## config.mk

```make
export PLATFORM = sky130hd
export DESIGN_NAME = imem_read_arbiter
export DESIGN_NICKNAME = d
export VERILOG_FILES = /design/src/rtl/imem_read_arbiter.sv
export SDC_FILE = /design/constraint.sdc
export NUM_CORES = 1
export LEC_CHECK = 0
export ABC_AREA = 0
export BUFFER_PORTS_ARGS = -buffer_cell sky130_fd_sc_hd__buf_2
export CAP_MARGIN = 20
export CORE_ASPECT_RATIO = 1.25
export CORE_UTILIZATION = 46
export DETAILED_ROUTE_END_ITERATION = 16
export PLACE_DENSITY_LB_ADDON = 0.15
export SYNTH_ARGS = -nofsm -noshare
export SYNTH_HDL_FRONTEND = slang
export SYNTH_SLANG_ARGS = --single-unit
```

## constraint.sdc

```tcl
create_clock -name clk -period 2.35 [get_ports clk]
set_clock_uncertainty 0.1 [all_clocks]
set_input_delay 0 -clock clk [delete_from_list [all_inputs] [get_ports clk]]
set_output_delay 0 -clock clk [all_outputs]
set_load 0.01 [all_outputs]
```

## src/rtl/imem_read_arbiter.sv

```systemverilog
// imem_read_arbiter: round-robin two-master AXI4-Lite read arbiter for the shared imem port,
// one transaction in flight, with the slave read data buffered before it goes to the master.
module imem_read_arbiter #(
  parameter int ADDR_WIDTH = 32,
  parameter int DATA_WIDTH = 32
) (
  input  logic                  clk,
  input  logic                  resetn,
  input  logic [ADDR_WIDTH-1:0] i_m0_araddr,
  input  logic                  i_m0_arvalid,
  output logic                  o_m0_arready,
  output logic [DATA_WIDTH-1:0] o_m0_rdata,
  output logic                  o_m0_rvalid,
  input  logic                  i_m0_rready,
  input  logic [ADDR_WIDTH-1:0] i_m1_araddr,
  input  logic                  i_m1_arvalid,
  output logic                  o_m1_arready,
  output logic [DATA_WIDTH-1:0] o_m1_rdata,
  output logic                  o_m1_rvalid,
  input  logic                  i_m1_rready,
  output logic [ADDR_WIDTH-1:0] o_s_araddr,
  output logic                  o_s_arvalid,
  input  logic                  i_s_arready,
  input  logic [DATA_WIDTH-1:0] i_s_rdata,
  input  logic                  i_s_rvalid,
  output logic                  o_s_rready,
  output logic                  o_grant,
  output logic                  o_busy
);
  typedef enum logic [1:0] {IDLE, AR, R, RESP} state_t;
  state_t r_state, w_state;
  logic r_last_grant, w_last_grant, r_grant, w_grant;
  logic [ADDR_WIDTH-1:0] r_s_araddr, w_s_araddr;
  logic r_s_arvalid, w_s_arvalid, r_s_rready, w_s_rready;
  logic r_m0_arready, w_m0_arready, r_m1_arready, w_m1_arready;
  logic r_m0_rvalid, w_m0_rvalid, r_m1_rvalid, w_m1_rvalid;
  logic [DATA_WIDTH-1:0] r_m0_rdata, w_m0_rdata, r_m1_rdata, w_m1_rdata;
  logic w_pick;
  // On contention the master that did not win last time goes first.
  assign w_pick = (i_m0_arvalid & i_m1_arvalid) ? ~r_last_grant : i_m1_arvalid;
  always_comb begin
    w_state      = r_state;
    w_last_grant = r_last_grant;
    w_grant      = r_grant;
    w_s_araddr   = r_s_araddr;
    w_s_arvalid  = r_s_arvalid;
    w_s_rready   = r_s_rready;
    w_m0_arready = 1'b0;
    w_m1_arready = 1'b0;
    w_m0_rvalid  = r_m0_rvalid;
    w_m1_rvalid  = r_m1_rvalid;
    w_m0_rdata   = r_m0_rdata;
    w_m1_rdata   = r_m1_rdata;
    case (r_state)
      IDLE: if (i_m0_arvalid | i_m1_arvalid) begin
        w_state      = AR;
        w_grant      = w_pick;
        w_s_araddr   = w_pick ? i_m1_araddr : i_m0_araddr;
        w_s_arvalid  = 1'b1;
        w_m0_arready = ~w_pick;
        w_m1_arready = w_pick;
      end
      AR: if (i_s_arready) begin
        w_state     = R;
        w_s_arvalid = 1'b0;
        w_s_rready  = 1'b1;
      end
      R: if (i_s_rvalid) begin
        w_state     = RESP;
        w_s_rready  = 1'b0;
        w_m0_rvalid = ~r_grant;
        w_m1_rvalid = r_grant;
        w_m0_rdata  = r_grant ? r_m0_rdata : i_s_rdata;
        w_m1_rdata  = r_grant ? i_s_rdata : r_m1_rdata;
      end
      RESP: if (r_grant ? i_m1_rready : i_m0_rready) begin
        w_state      = IDLE;
        w_m0_rvalid  = 1'b0;
        w_m1_rvalid  = 1'b0;
        w_last_grant = r_grant;
      end
      default: w_state = IDLE;
    endcase
  end
  always_ff @(posedge clk or negedge resetn) begin
    if (!resetn) begin
      r_state      <= IDLE;
      r_last_grant <= 1'b1;
      r_grant      <= 1'b0;
      r_s_araddr   <= '0;
      r_s_arvalid  <= 1'b0;
      r_s_rready   <= 1'b0;
      r_m0_arready <= 1'b0;
      r_m1_arready <= 1'b0;
      r_m0_rvalid  <= 1'b0;
      r_m1_rvalid  <= 1'b0;
      r_m0_rdata   <= '0;
      r_m1_rdata   <= '0;
    end else begin
      r_state      <= w_state;
      r_last_grant <= w_last_grant;
      r_grant      <= w_grant;
      r_s_araddr   <= w_s_araddr;
      r_s_arvalid  <= w_s_arvalid;
      r_s_rready   <= w_s_rready;
      r_m0_arready <= w_m0_arready;
      r_m1_arready <= w_m1_arready;
      r_m0_rvalid  <= w_m0_rvalid;
      r_m1_rvalid  <= w_m1_rvalid;
      r_m0_rdata   <= w_m0_rdata;
      r_m1_rdata   <= w_m1_rdata;
    end
  end
  assign o_m0_arready = r_m0_arready;
  assign o_m1_arready = r_m1_arready;
  assign o_m0_rvalid  = r_m0_rvalid;
  assign o_m1_rvalid  = r_m1_rvalid;
  assign o_m0_rdata   = r_m0_rdata;
  assign o_m1_rdata   = r_m1_rdata;
  assign o_s_araddr   = r_s_araddr;
  assign o_s_arvalid  = r_s_arvalid;
  assign o_s_rready   = r_s_rready;
  assign o_grant      = r_grant;
  assign o_busy       = (r_state != IDLE);
endmodule
```

==> results.ini <==
[sta]
tightest_slew_ns = 0.891
hold-worst-slack_ns = 0.0715
fmax_ghz = 0.490
period_share = 0.868
relSlewSlack = 0.404
hold_violations = 0
drv_slew = 0
min_period_ns = 2.04
rsz0062_at_grt = no
setup_viol = 0
setup_ws_ns = 0.311
setup_tns_ns = 0

[layout]
multi_input_area_um2 = 1650
final_cell_mix = buf_2 (206), dfrtp_1 (105), dlygate4sd3_1 (104)
area_growth_pct = 58.8
final_common_cell = buf_2
seq_area_um2 = 2650
post-route-util = 0.759
drive_gt1_frac = 0.470
final_area_um2 = 6960
n_fill_cell = 587
final_nets = 754
antennaDiodeCount = 0
stdcell_count = 772

[clock_tree]
path_clk_slew_ns = 0.07
cts_buffers = 9
clkSinkCount = 106
h-tree-depth = 3
clk_path_buf_depth = 2
insertion_delay_ns = 0.34
cts_tree = yes
cts_root_buffer = clkbuf_16
post-cts-setup-buffer-count = 0

[placed_design]
port_buffers = 207
pre_cts_ws_ns = 0.352
placed_cell_area_um2 = 5640
dp_cells = 652
place.gp.congestion = 0.737
hpwlAfterDp_mm = 6.82

[worst_setup_path]
reg2reg_slack_ns = 0.31
cp-start-kind = register
critPathKind = register to register
endpoint_kind = register
cp.required_ns = 2.41
r2r-end = o_s_araddr[14]
path_max_fanout = 32
critical_path_arrival_ns = 2.10
ff2ff_path_depth = 5
r2r-start = r_last_grant

[pwr]
p_per_area_nw_per_um2 = 1160
p_int_mw = 5.22
ir_drop_mv = 0.536
power_mw = 8.06
p_seq_frac = 0.397
p_clk_frac = 0.175
power_frac_comb = 0.428
switching_share = 0.352
p_leak_nw = 3.53
p_switching_mw = 2.84

[min_path]
hold_path_end = o_m1_arready
hp-start = i_m1_arvalid
min_path_type = input port to register
worstHoldPathCells = 3

[die]
die_x_um = 89.3
initial_utilization = 0.478
io_pins = 208
die_area_um2 = 9920
core_area_um2 = 9170
die_h_um = 111
rows = 39

[global_route]
grt_pass1_wl_mm = 18.6
antenna_found_initial = 0
grtUsageTotal = 0.244
grt_start_max_net_pins = 53
grt_pass1_vias = 4074
grt_overflow = 0

[drt]
route.vias.total = 3769
drt_iter0_drc = 111
wl_per_cell_um = 14.9
ant_nets = 0
vias_per_cell = 4.88
first_pass_iters = 4
totalWireLength_mm = 11.5
drc = 0

[yosys]
syn-num-nets = 441
synth_cells = 331
ys_warn_count = 0
synth_cell_types = 27
synth_seq_area_share = 0.605
syn_area_per_cell_um2 = 13.2
syn_area_um2 = 4380
synth-seq-cells = 106

[status]
run_status = finished clean

[job]
cap_violations = 0

==> worst max-delay path, cell delays in order (launching register included) <==
cell           delay, ns
dfstp_2             0.39
a21boi_4            0.20
buf_12              0.26
mux2i_1             0.20
dlygate4sd3_1       0.58
o21ai_0             0.11
==> what timing repair did <==
item | 4_1_cts | 5_1_grt
hold buffers | 104 | 0
setup endpoints to repair | 0 | 0
endpoints found under the hold margin | 149 | 0
gates resized for setup | 0 | 0
==> cell families after synthesis <==
group,share of synthesized area
mux,0.245
buf+inv,0.0245
simple gates,0.0482
compound gates,0.0600
flops,0.605
fa+ha+maj,0.0171
==> cell usage after synthesis (all sizes together) <==
master,n,area (µm²)
mux2i,34,340
a21o,1,8.76
and2,1,6.26
nor2,4,15.0
a21oi,3,15.0
or2,1,6.26
dfstp,1,26.3
buf,11,55.1
nor2b,3,18.8
clkbuf,6,22.5
inv,8,30.0
mux2,65,732
and2b,1,8.76
nor3b,1,7.51
o21ai,33,165
a221oi,1,8.76
o22ai,3,18.8
o2bb2ai,1,8.76
a21boi,1,7.51
or3,1,6.26
a2111oi,1,15.0
nand3,3,15.0
o31ai,1,7.51
nand2,34,128
a211oi,1,7.51
dfrtp,105,2630
ha,6,75.1
==> power by group through the flow <==
stage               Combinational, mW  Clock (mW)  Sequential, mW
detailed placement               3.22           0            3.21
floorplan                        1.42           0            3.61
CTS                              3.42        1.45            3.19
global placement                 3.14           0            3.17
finish                           3.45        1.41            3.20
global route                     3.79        1.51            3.31
==> layout make-up <==
class,count,area share
repair buffers,319,0.315
inverters,8,0.00431
multi-input cells,200,0.238
flip-flops and latches,106,0.381
clock buffers,10,0.0343
well taps,123,0.0221
clock inverters,6,0.00593
==> worst max-delay path by stage <==
| stage | from | depth (start not counted) | endpoint | slack [ns] |
|---|---|---|---|---|
| global route | r_state[0] | 6 | o_s_arvalid | 0.20 |
| detailed placement | r_state[1] | 5 | r_state[1] | 0.35 |
| CTS | r_state[1] | 5 | r_state[1] | 0.33 |
| finish | r_last_grant | 5 | o_s_araddr[14] | 0.31 |
| floorplan | r_state[1] | 5 | r_state[1] | 0.54 |
| global placement | r_state[1] | 5 | r_state[1] | 0.48 |
==> state kept, by name (all words and copies together), names as in the netlist <==
register / flops
o_m0_rdata: 32
o_grant: 1
r_last_grant: 1
o_s_rready: 1
o_s_arvalid: 1
o_m0_arready: 1
o_m1_rvalid: 1
r_state: 2
o_s_araddr: 32
o_m1_arready: 1
o_m1_rdata: 32
o_m0_rvalid: 1
==> per-layer routing <==
layer / vias up / global-route usage / wire [µm]
li1: 1778 / - / -
met1: 1802 / 0.269 / 4450
met2: 158 / 0.429 / 5930
met3: 31 / 0.0625 / 766
met4: 0 / 0.108 / 396
met5: - / 0 / 0
No activity file was read; power rests on OpenSTA's default activity.
